[config.mk]
export PLATFORM = sky130hd
export DESIGN_NAME = hazard_unit
export DESIGN_NICKNAME = d
export VERILOG_FILES = /design/src/rtl/core_pkg.sv /design/src/rtl/long_mul_seq.sv /design/src/rtl/hazard_unit.sv
export SDC_FILE = /design/constraint.sdc
export NUM_CORES = 1
export LEC_CHECK = 0
export BUFFER_PORTS_ARGS = -buffer_cell sky130_fd_sc_hd__buf_2
export CORE_MARGIN = 4
export CORE_UTILIZATION = 43
export CTS_BUF_LIST = sky130_fd_sc_hd__clkbuf_8
export CTS_CLUSTER_SIZE = 20
export DETAILED_ROUTE_END_ITERATION = 10
export PLACE_DENSITY = 0.91
export SETUP_SLACK_MARGIN = 0.1
export SKIP_LAST_GASP = 1
export SYNTH_ARGS = -nofsm -noshare
export SYNTH_HDL_FRONTEND = slang
export SYNTH_HIERARCHICAL = 1
export SYNTH_SLANG_ARGS = --single-unit
[constraint.sdc]
create_clock -name clk -period 3.2 [get_ports clk]
set_input_delay 0 -clock clk [delete_from_list [all_inputs] [get_ports clk]]
set_output_delay 0 -clock clk [all_outputs]
set_load 0.03 [all_outputs]
[src/rtl/core_pkg.sv]
// core_pkg: definitions shared by the pipeline hazard controller.
//   FWD_*           forwarding-mux select encodings for ForwardAE/ForwardBE
//   REG_PC          architectural index of the PC (R15); never forwarded
//   long_state_e    state of the long-multiply sequencer
//   fwd_sel()       forwarding priority for one Execute source operand
package core_pkg;

  localparam logic [1:0] FWD_REG = 2'b00;  // register file value
  localparam logic [1:0] FWD_WB  = 2'b01;  // ResultW
  localparam logic [1:0] FWD_MEM = 2'b10;  // ALUResultM

  localparam logic [3:0] REG_PC = 4'd15;

  typedef enum logic {
    LONG_IDLE = 1'b0,
    LONG_BUSY = 1'b1
  } long_state_e;

  // Memory stage is younger than writeback, so its value wins.
  function automatic logic [1:0] fwd_sel(
    input logic [3:0] ra,
    input logic       reg_write_m,
    input logic [3:0] wa3_m,
    input logic       reg_write_w,
    input logic [3:0] wa3_w
  );
    logic [1:0] sel;
    sel = FWD_REG;
    if (ra != REG_PC) begin
      if (reg_write_m && (wa3_m == ra)) begin
        sel = FWD_MEM;
      end else if (reg_write_w && (wa3_w == ra)) begin
        sel = FWD_WB;
      end
    end
    return sel;
  endfunction

endpackage

[src/rtl/long_mul_seq.sv]
// long_mul_seq: sequences a multi-cycle long multiply held in Execute.
//   clk_i, rst_ni   clock, asynchronous active-low reset
//   long_start_i    condition-passed long multiply present in Execute
//   busy_o          E must stay frozen this cycle (combinational, so the
//                   very first multiply cycle already stalls)
//   long_last_o     final multiply cycle; the E result is valid
//   state_o         current sequencer state (debug visibility)
//
// Start/last protocol: long_start_i acts as a level "valid" that the frozen
// Execute stage keeps asserting while the op is held there; long_last_o is
// the one-cycle "done" after which E advances. long_start_i seen while BUSY
// is the same op repeating and is ignored. The op occupies E for exactly
// MUL_CYCLES cycles: one IDLE cycle that loads the counter, then MUL_CYCLES-1
// BUSY cycles counting down to zero. MUL_CYCLES=1 never leaves IDLE.
module long_mul_seq
  import core_pkg::*;
#(
  parameter int MUL_CYCLES = 3
) (
  input  logic        clk_i,
  input  logic        rst_ni,
  input  logic        long_start_i,
  output logic        busy_o,
  output logic        long_last_o,
  output long_state_e state_o
);

  localparam bit         MultiCycle = (MUL_CYCLES > 1);
  localparam int         LoadVal    = (MUL_CYCLES > 1) ? (MUL_CYCLES - 2) : 0;
  localparam logic [3:0] CntLoad    = 4'(LoadVal);

  long_state_e state_q, state_d;
  logic [3:0]  cnt_q, cnt_d;

  always_ff @(posedge clk_i or negedge rst_ni) begin
    if (!rst_ni) begin
      state_q <= LONG_IDLE;
      cnt_q   <= '0;
    end else begin
      state_q <= state_d;
      cnt_q   <= cnt_d;
    end
  end

  always_comb begin
    state_d     = state_q;
    cnt_d       = cnt_q;
    busy_o      = 1'b0;
    long_last_o = 1'b0;
    case (state_q)
      LONG_IDLE: begin
        if (long_start_i && MultiCycle) begin
          busy_o  = 1'b1;
          cnt_d   = CntLoad;
          state_d = LONG_BUSY;
        end
      end
      LONG_BUSY: begin
        if (cnt_q == 4'd0) begin
          long_last_o = 1'b1;
          state_d     = LONG_IDLE;
        end else begin
          busy_o = 1'b1;
          cnt_d  = cnt_q - 4'd1;
        end
      end
      default: begin
        state_d = LONG_IDLE;
        cnt_d   = '0;
      end
    endcase
  end

  assign state_o = state_q;

endmodule

[src/rtl/hazard_unit.sv]
// hazard_unit: pipeline hazard controller for the 5-stage F/D/E/M/W core.
//   clk, reset                   clock, asynchronous active-low reset
//   RA1D/RA2D, RA1E/RA2E         source registers in Decode / Execute
//   WA3E/WA3M/WA3W               destination registers in E/M/W
//   RegWriteE/M/W, MemToRegE     write enables per stage, load in Execute
//   PCSrcD/E/M/W, BranchTakenE   PC-writing instructions, taken branch
//   LongStartE                   long multiply present in Execute
//   ForwardAE/ForwardBE          forwarding selects (see core_pkg FWD_*)
//   StallF/D/E, FlushD/E/M       pipeline register hold / bubble controls
//   LongBusyE, LongLastE         multiplier occupied / final cycle
// Optional macro HAZARD_PERF_CNT_EN adds parameter CNT_W and saturating
// counters StallCnt, FlushCnt, LongCnt.
module hazard_unit
  import core_pkg::*;
#(
  parameter int MUL_CYCLES = 3
`ifdef HAZARD_PERF_CNT_EN
  , parameter int CNT_W = 32
`endif
) (
  input  logic       clk,
  input  logic       reset,
  input  logic [3:0] RA1D,
  input  logic [3:0] RA2D,
  input  logic [3:0] RA1E,
  input  logic [3:0] RA2E,
  input  logic [3:0] WA3E,
  input  logic [3:0] WA3M,
  input  logic [3:0] WA3W,
  input  logic       RegWriteE,
  input  logic       RegWriteM,
  input  logic       RegWriteW,
  input  logic       MemToRegE,
  input  logic       PCSrcD,
  input  logic       PCSrcE,
  input  logic       PCSrcM,
  input  logic       PCSrcW,
  input  logic       BranchTakenE,
  input  logic       LongStartE,
  output logic [1:0] ForwardAE,
  output logic [1:0] ForwardBE,
  output logic       StallF,
  output logic       StallD,
  output logic       StallE,
  output logic       FlushD,
  output logic       FlushE,
  output logic       FlushM,
  output logic       LongBusyE,
  output logic       LongLastE
`ifdef HAZARD_PERF_CNT_EN
  , output logic [CNT_W-1:0] StallCnt
  , output logic [CNT_W-1:0] FlushCnt
  , output logic [CNT_W-1:0] LongCnt
`endif
);

  logic        ldr_stall;
  logic        pc_pend;
  logic        busy;
  long_state_e long_state;

  long_mul_seq #(
    .MUL_CYCLES (MUL_CYCLES)
  ) u_long_mul_seq (
    .clk_i        (clk),
    .rst_ni       (reset),
    .long_start_i (LongStartE),
    .busy_o       (busy),
    .long_last_o  (LongLastE),
    .state_o      (long_state)
  );

  // Occupied covers the loading cycle plus every BUSY cycle, including the
  // final one in which E is no longer frozen but still holds the multiply.
  assign LongBusyE = busy | (long_state == LONG_BUSY);

  always_comb begin
    ForwardAE = fwd_sel(RA1E, RegWriteM, WA3M, RegWriteW, WA3W);
    ForwardBE = fwd_sel(RA2E, RegWriteM, WA3M, RegWriteW, WA3W);
  end

  assign ldr_stall = MemToRegE & RegWriteE & ((WA3E == RA1D) | (WA3E == RA2D));
  assign pc_pend   = PCSrcD | PCSrcE | PCSrcM;

  // A frozen E stage must never be bubbled, so busy masks both flushes; the
  // pending load-use stall or branch is taken once the multiply releases E.
  always_comb begin
    StallF = ldr_stall | pc_pend | busy;
    StallD = ldr_stall | busy;
    StallE = busy;
    FlushM = busy;
    FlushD = (pc_pend | PCSrcW | BranchTakenE) & ~busy;
    FlushE = (ldr_stall | BranchTakenE) & ~busy;
  end

`ifdef HAZARD_PERF_CNT_EN
  localparam logic [CNT_W-1:0] CntOne = 1;

  logic             long_evt;
  logic [CNT_W-1:0] stall_cnt_q, stall_cnt_d;
  logic [CNT_W-1:0] flush_cnt_q, flush_cnt_d;
  logic [CNT_W-1:0] long_cnt_q, long_cnt_d;

  // Single-cycle multiplies never reach BUSY, so count them at start.
  assign long_evt = LongLastE | ((MUL_CYCLES == 1) & LongStartE);

  always_comb begin
    stall_cnt_d = stall_cnt_q;
    flush_cnt_d = flush_cnt_q;
    long_cnt_d  = long_cnt_q;
    if (StallF && (stall_cnt_q != '1)) stall_cnt_d = stall_cnt_q + CntOne;
    if ((FlushD || FlushE) && (flush_cnt_q != '1)) flush_cnt_d = flush_cnt_q + CntOne;
    if (long_evt && (long_cnt_q != '1)) long_cnt_d = long_cnt_q + CntOne;
  end

  always_ff @(posedge clk or negedge reset) begin
    if (!reset) begin
      stall_cnt_q <= '0;
      flush_cnt_q <= '0;
      long_cnt_q  <= '0;
    end else begin
      stall_cnt_q <= stall_cnt_d;
      flush_cnt_q <= flush_cnt_d;
      long_cnt_q  <= long_cnt_d;
    end
  end

  assign StallCnt = stall_cnt_q;
  assign FlushCnt = flush_cnt_q;
  assign LongCnt  = long_cnt_q;
`endif

endmodule

==> impl_metrics.toml, run 1 <==
[sta]
relSlewSlack_pct = 76.3
finalHoldViolations = 0
skew_ns = 0.000311
maxSlewViolCount = 0
worst_pin_slew_ns = 0.352
period_needed_ns = 1.75
rsz0062_at_grt = "no"
clock.fmax_mhz = 570
setup_violations = 0
setup_tns_ns = 0
min_period_over_period_pct = 54.8

[grt]
grt_max_degree = 11
grt_pass1_wl_um = 2700
track_usage_pct = 17.5
overflow = 0
antenna_found_initial = 0
grt_pass1_vias = 705

[die]
die_w_um = 47.1
ioPinCount = 52
initial_utilization_pct = 48.1
die_area_um2 = 2220
die_h_um = 47.1
core-area_um2 = 1370
row_count = 13

[pwr]
ir_worst_vdd_uv = 258
totalPowerFinal_mw = 0.586
power.density_nw_per_um2 = 602
p_leak_nw = 0.491

[logic_synthesis]
synthFlopType = "dfrtp_1"
synth_top_area_share_pct = 19.0
synth.distinct_cells = 29
async_reset_ff_share_pct = 100
synth_area_leaders = "dfrtp_1 (19%), xor2_1 (19%), xnor2_1 (11%), o21a_1 (5.7%), nand4bb_4 (4.2%)"
yosysMostFrequentCell = "xor2_1"
syn_nets = 118
syn_avg_cell_area_um2 = 8.53
ys_seq_area_share_pct = 19.0
post-synth-top-area-cell = "dfrtp_1"
synth_edf_count = 0
synthTopCellsByCount = "xor2_1 (14), xnor2_1 (8), inv_1 (6), nand2_1 (6)"
yosysWarningCount = 6
synthCells = 77
syn_area_um2 = 657
ys_ff_latch = 5

[final_layout]
area_delta_synth_final_pct = 48.2
antennaDiodeCount = 0
drive_above_1_share_pct = 47.3
num-nets-final = 173

[run_status]
status = "complete, no violations"

[drt]
antenna_left = 0
drcViolationCount = 0
dr.pass1.iters = 4
vias_per_cell = 5.16
drt_iter0_markers = 3
avgRoutedWirePerCell_um = 12.0
vias = 754
wirelength_um = 1760

[clocking]
hold_buffers = 1
cts-root-buf = "clkbuf_8"
cts_max_level = 1
clock_latency_ns = 0.21
cts.sinks = 5
ctsResizeCount = 0
cts_buffers = 3
tritoncts = "yes"
ctsLongestPathBuffers = 2
postCtsSetupRepairBufs = 0
clkTransAtPathRegs_ns = 0.03

[worst_setup_path]
crit_arrival_ns = 1.75
path_class = "reg2out"
required_ns = 3.20
cp-start-kind = "flip-flop"
worstSetupEndpointType = "output port"
cp_max_fo = 10

[flow_run]
maxCapViolCount = 0

[placement]
dp_hpwl_um = 1590
io_buffers = 51
gp_congestion = 0.777

[worst_hold_path]
min_path_type = "in2reg"
## metal layers
layer	global-route usage, %	wire (um)	vias to the layer above
li1	-	-	376
met4	8.84	0	0
met2	36.0	957	41
met3	3.45	232	0
met1	15.3	566	337
met5	0	0	-
## report_power, final
| part | leakage, nW | switching, mW | internal, mW | total, mW |
|---|---|---|---|---|
| sequential | 0.0600 | 0.0305 | 0.0923 | 0.123 |
| combinational | 0.404 | 0.209 | 0.146 | 0.355 |
| clock | 0.0269 | 0.0265 | 0.0818 | 0.108 |
| total | 0.491 | 0.266 | 0.320 | 0.586 |
## layout by cell type, fill, tap and decap left out, drive strengths merged, types with 3 or more instances in the layout
| cell | Yosys | routed |
|---|---|---|
| clkbuf | 1 | 3 |
| xnor2 | 8 | 8 |
| inv | 6 | 7 |
| nor4 | 4 | 4 |
| nand3 | 4 | 4 |
| xor2 | 14 | 14 |
| nand2 | 6 | 6 |
| o21a | 5 | 5 |
| dfrtp | 5 | 5 |
| nor3 | 4 | 4 |
| buf | 1 | 51 |
## through the flow
stage | cells | area, um^2 | worst slack (ns) | hold slack [ns] | utilization (%)
after floorplan | 77 | 657 | 1.58 | -0.296 | -
after global placement | 141 | 918 | 1.71 | -0.184 | 67.2
after detailed placement | 141 | 918 | 1.66 | -0.184 | 67.2
after CTS | 146 | 973 | 1.43 | 0.117 | 71.2
after global routing | 146 | 973 | 1.35 | 0.130 | 71.2
final | 146 | 973 | 1.45 | 0.115 | 71.2
## sequential cells by signal, summed over array words and instances, names as in the netlist
name and count:
u_long_mul_seq/cnt_q 4, u_long_mul_seq/state_o 1
## worst paths after layout
path	cells after the start	start	slack (ns)	end
worst max-delay path	6	u_long_mul_seq/cnt_q[0]	1.45	LongBusyE
worst min-delay path	4	LongStartE	0.12	u_long_mul_seq/cnt_q[3]
worst max register to register	5	u_long_mul_seq/cnt_q[0]	1.74	u_long_mul_seq/cnt_q[0]
worst min register to register	1	u_long_mul_seq/cnt_q[0]	0.55	u_long_mul_seq/cnt_q[0]
max in group asynchronous	2	reset	2.95	u_long_mul_seq/state_o
min in group asynchronous	2	reset	0.13	u_long_mul_seq/cnt_q[2]
## worst max-delay path, cell delays in order, from the launching register on
cell	delay, ns
dfrtp_1	0.38
inv_1	0.06
ha_1	0.23
nand4bb_4	0.14
o21a_1	0.23
or2_2	0.32
buf_2	0.18
## cells by family after synthesis
family / count (synthesis) / synth area share, %
XOR/XNOR: 22 / 29.3
flip-flops: 5 / 19.0
AO/OA/AOI/OAI: 11 / 13.1
multiplexers: 2 / 3.24
buffers and inverters: 8 / 5.33
AND/OR/NAND/NOR: 28 / 28.0
adder cells (fa/ha/maj): 1 / 1.90
## cell type report
type                       instances  area, um^2
timing repair buffer              52         265
sequential                         5         125
multi-input combinational         64         497
inverter                           6        22.5
clock inverter                     1        3.75
fill                             106         393
clock buffer                       3        41.3
tap                               15        18.8
No activity file was read; power rests on OpenSTA's default activity.
==> inputs of run 2 (changes only) <==
- CORE_UTILIZATION: 43 -> 40
- PLACE_DENSITY: 0.91 -> 0.85
- clock period: 3.2 -> 1.71 ns (I/O delays scaled with it)
==> run 2 against run 1 <==
Clock-buffer cell count unchanged. Worst hold slack improved by 0.0092 ns. Routed wire length up 3.9%. Sequential power is 93% higher. Clock power is 94% higher. Via count fell by 0.27%. Largest power group unchanged.
==> impl_metrics.toml, run 2 (synthesis results as in run 1) <==
[worst_setup_path]
path_cells = "inv_2 > ha_4 > nand4bb_4 > o21a_4 > buf_4 > a21oi_2 > buf_4"
critical_path.max_stage_delay_ns = 0.39
crit_top_cell = "buf_4"
cp-start-kind = "flip-flop"
required_ns = 1.71
worstSetupEndpointType = "output port"
crit_arrival_ns = 1.55
path_class = "reg2out"
cp_max_fo = 6
rrSetupSlack_ns = 0.26
rr_startpoint = "u_long_mul_seq/cnt_q[1]"
r2r_cells = 6
reg2reg_to = "u_long_mul_seq/cnt_q[0]"
cp_slowest_cell = "dfrtp_1"

[pwr]
power.density_nw_per_um2 = 1240
seqPwrFrac_pct = 18.2
p_comb_share_pct = 65.8
clkPwrFrac_pct = 16.0
switchingPower_mw = 0.563
p_leak_nw = 0.523
internal_power_mw = 0.748
switching_share_pct = 42.9
ir_worst_vdd_uv = 1030

[drt]
wirelength_um = 1830
avgRoutedWirePerCell_um = 11.9
drcViolationCount = 0
vias = 752
dr.pass1.iters = 4
drt_iter0_markers = 4
antenna_left = 0
vias_per_cell = 4.92

[die]
row_count = 14
die_w_um = 48.5
core-area_um2 = 1520
die_area_um2 = 2350
initial_utilization_pct = 43.1
die_h_um = 48.5
ioPinCount = 52

[grt]
overflow = 0
grt_pass1_wl_um = 3000
track_usage_pct = 15.6
grt_pass1_vias = 775
antenna_found_initial = 0
grt_max_degree = 10

[clocking]
clkTransAtPathRegs_ns = 0.03
cts_buffers = 3
cts_max_level = 1
cts.sinks = 5
clock_latency_ns = 0.22
tritoncts = "yes"
ctsLongestPathBuffers = 2
cts-root-buf = "clkbuf_8"

[final_layout]
drive_above_1_share_pct = 53.3
regMostFlops = "u_long_mul_seq/cnt_q"
layout_common_cells = "buf_2 (48), xor2_1 (14), xnor2_1 (8), buf_4 (8), nand2_1 (6)"
largest_reg_flops = 4
area_delta_synth_final_pct = 61.0
num-nets-final = 179
design_area_um2 = 1060
layout.cells.most_common = "buf_2"
antennaDiodeCount = 0

[sta]
maxSlewViolCount = 0
clock.fmax_mhz = 644
skew_ns = 0.000332
worst_pin_slew_ns = 0.338
relSlewSlack_pct = 77.3
finalHoldViolations = 0
rsz0062_at_grt = "no"
period_needed_ns = 1.55
min_period_over_period_pct = 90.9
setup_violations = 0
setup_tns_ns = 0

[placement]
gp_congestion = 0.849
dpl_cell_area_um2 = 923
io_buffers = 51
dp_hpwl_um = 1550

[worst_hold_path]
min_path_type = "in2async"

[flow_run]
maxCapViolCount = 0

[run_status]
status = "complete, no violations"
==> run 2: cell types whose count changed in the layout (fill, tap and decap cells not counted), sizes merged <==
| cell | delta |
|---|---|
| buf | +6 |
==> run 2: per-stage QoR <==
stage | total power [mW] | instances | util (%) | worst slack, ns | hold WS [ns]
after floorplan | 0.725 | 77 | - | 0.172 | -0.296
after global placement | 0.876 | 142 | 60.6 | 0.207 | -0.188
after detailed placement | 0.904 | 142 | 60.6 | 0.166 | -0.182
after CTS | 1.25 | 151 | 67.7 | 0.105 | 0.123
after global routing | 1.41 | 153 | 69.4 | 0.0939 | 0.145
final | 1.31 | 153 | 69.4 | 0.156 | 0.124
==> run 2: worst max path at each step <==
stage | slack [ns] | start | cells after the start | to
final | 0.16 | u_long_mul_seq/cnt_q[1] | 7 | FlushD
after global placement | 0.21 | u_long_mul_seq/cnt_q[0] | 6 | LongBusyE
after floorplan | 0.17 | u_long_mul_seq/cnt_q[0] | 5 | StallD
after CTS | 0.11 | u_long_mul_seq/cnt_q[0] | 6 | LongBusyE
after global routing | 0.09 | u_long_mul_seq/cnt_q[1] | 7 | FlushE
after detailed placement | 0.17 | u_long_mul_seq/cnt_q[0] | 6 | LongBusyE
==> run 2: worst max-delay path, delay by kind of cell, from the launching register on <==
family          cells  cell delay [ns]
buf+inv             3             0.40
flops               1             0.39
fa+ha+maj           1             0.16
simple gates        1             0.13
compound gates      2             0.26
==> run 2: cell type report <==
type / count / area [um^2]
Tap cell: 16 / 20.0
Timing Repair Buffer: 58 / 322
Multi-Input combinational cell: 64 / 523
Fill cell: 117 / 467
Clock inverter: 1 / 3.75
Inverter: 6 / 22.5
Sequential cell: 5 / 125
Clock buffer: 3 / 41.3
==> run 2: routing by layer <==
layer  track usage [%]  wire, um
met3              2.76       133
met5                 0         0
met4              6.73        20
met1              17.5       730
met2              28.3       941
==> run 2: power by group through the flow <==
stage	sequential (mW)	combinational, mW	clock, mW
global route	0.248	0.935	0.227
finish	0.238	0.863	0.209
CTS	0.234	0.801	0.214
global placement	0.228	0.649	0
detailed placement	0.235	0.669	0
floorplan	0.203	0.522	0
==> run 2: timing repair <==
| item | 4_1_cts | 5_1_grt |
|---|---|---|
| endpoints found under the setup margin | 5 | 3 |
| gates resized for setup | 6 | 7 |
| hold buffers | 1 | 0 |
| pin swaps | 0 | 1 |
| hold endpoints to repair | 5 | 0 |
| setup buffers | 4 | 2 |
==> inputs of run 3 (changes only) <==
- CORE_UTILIZATION: 40 -> 38
- CTS_BUF_LIST: sky130_fd_sc_hd__clkbuf_8 -> not set
- PLACE_DENSITY: 0.85 -> 0.82
==> run 3 against run 2 <==
Worst hold slack worse by 0.014 ns. Clock power decreased by 37%. Flip-flop and latch count did not move. Power rose by 1.0%. Largest power group unchanged. Clock-buffer cell count grew 1. Critical path depth stayed put. Via count is 7.3% higher. Clock skew is 0.0013 ns higher. Non-clock buffer count increased by 5. Routed wire length grew 14%. Utilization fell by 1.1 points.
==> impl_metrics.toml, run 3 (synthesis results as in run 1) <==
[final_layout]
antennaDiodeCount = 0
drive_above_1_share_pct = 54.9
seq_area_um2 = 125
fin_util_pct = 68.3
largest_reg_flops = 4
multi_input_area_um2 = 523
design_area_um2 = 1080
stdcell_count = 158
num-nets-final = 184
layout.cells.most_common = "buf_2"
nFillCells = 120
regMostFlops = "u_long_mul_seq/cnt_q"
area_delta_synth_final_pct = 63.8
layout_common_cells = "buf_2 (48), xor2_1 (14), buf_4 (13), xnor2_1 (8), nand2_1 (6)"

[worst_setup_path]
path_class = "reg2out"
r2r_cells = 6
cp-startpoint = "u_long_mul_seq/cnt_q[1]"
rrSetupSlack_ns = 0.28
cp_max_fo = 7
cp-start-kind = "flip-flop"
required_ns = 1.71
reg2reg_to = "u_long_mul_seq/cnt_q[0]"
rr_startpoint = "u_long_mul_seq/cnt_q[1]"
crit_arrival_ns = 1.59
worstSetupEndpointType = "output port"

[pwr]
ir_worst_vdd_uv = 621
p_leak_nw = 0.534
power.density_nw_per_um2 = 1230
totalPowerFinal_mw = 1.32

[sta]
setup_tns_ns = 0
setup_slack_ns = 0.119
timing.hold.ws_ns = 0.111
maxSlewViolCount = 0
setup_violations = 0
rsz0062_at_grt = "yes"
min_period_over_period_pct = 93.0
period_needed_ns = 1.59
finalHoldViolations = 0
clock.fmax_mhz = 628
relSlewSlack_pct = 74.6
skew_ns = 0.00162
worst_pin_slew_ns = 0.377

[die]
die_w_um = 49.6
ioPinCount = 52
die_area_um2 = 2460
row_count = 14
core-area_um2 = 1580
initial_utilization_pct = 41.7
die_h_um = 49.6

[clocking]
clock_latency_ns = 0.24
cts_buffers = 3
tritoncts = "yes"
clkTransAtPathRegs_ns = 0.04
cts-root-buf = "clkbuf_4"
ctsLongestPathBuffers = 2
cts.sinks = 5
cts_max_level = 1

[drt]
drcViolationCount = 0
vias = 807
avgRoutedWirePerCell_um = 13.2
antenna_left = 0
dr.pass1.iters = 4
vias_per_cell = 5.11
drt_iter0_markers = 12
wirelength_um = 2080

[grt]
track_usage_pct = 15.7
antenna_found_initial = 0
grt_max_degree = 10
overflow = 0
grt_pass1_vias = 769
grt_pass1_wl_um = 2950

[run_status]
status = "complete, no violations"

[placement]
dp_hpwl_um = 1620
dp_slack_ns = 0.127
gp_congestion = 0.724
io_buffers = 51
dpl.cell_count = 142
dpl_cell_area_um2 = 923

[worst_hold_path]
min_path_type = "in2async"

[flow_run]
maxCapViolCount = 0
run 3: cell type report:
| type | count | share of cell area (%) |
|---|---|---|
| clock buffers | 4 | 2.44 |
| inverters | 6 | 2.09 |
| multi-input cells | 64 | 48.6 |
| flip-flops and latches | 5 | 11.6 |
| well taps | 16 | 1.86 |
| repair buffers | 63 | 33.4 |
run 3: where the power goes:
part           switching [mW]  internal (mW)
combinational           0.470          0.487
sequential             0.0621          0.172
clock                  0.0442         0.0880
run 3: how the worst max path moves through the flow:
| stage | endpoint | depth (start not counted) | slack [ns] |
|---|---|---|---|
| after global routing | StallE | 7 | 0.08 |
| after floorplan | StallD | 5 | 0.17 |
| after global placement | LongBusyE | 6 | 0.21 |
| after CTS | LongBusyE | 6 | 0.11 |
| final | StallE | 7 | 0.12 |
| after detailed placement | LongBusyE | 6 | 0.13 |
run 3: critical path, stage by stage, from the launching register on:
cell       delay (ns)
dfrtp_1          0.38
inv_2            0.08
ha_4             0.15
nand4bb_4        0.14
o21a_4           0.17
buf_4            0.13
buf_4            0.12
buf_2            0.17
run 3: what timing repair did:
action / CTS / global route
buffers inserted: 5 / 6
endpoints found under the hold margin: 5 / 0
endpoints found under the setup margin: 7 / 3
pin swaps: 0 / 1
resized for setup: 8 / 5
hold buffers: 1 / 0
run 3: metal layers:
layer | part of all wire (%) | global-route usage (%) | up-vias
met5 | 0 | 0 | -
met4 | 4.3 | 13.4 | 0
met3 | 7.0 | 0.904 | 8
met2 | 55 | 32.2 | 45
met1 | 34 | 13.2 | 356
li1 | - | - | 398
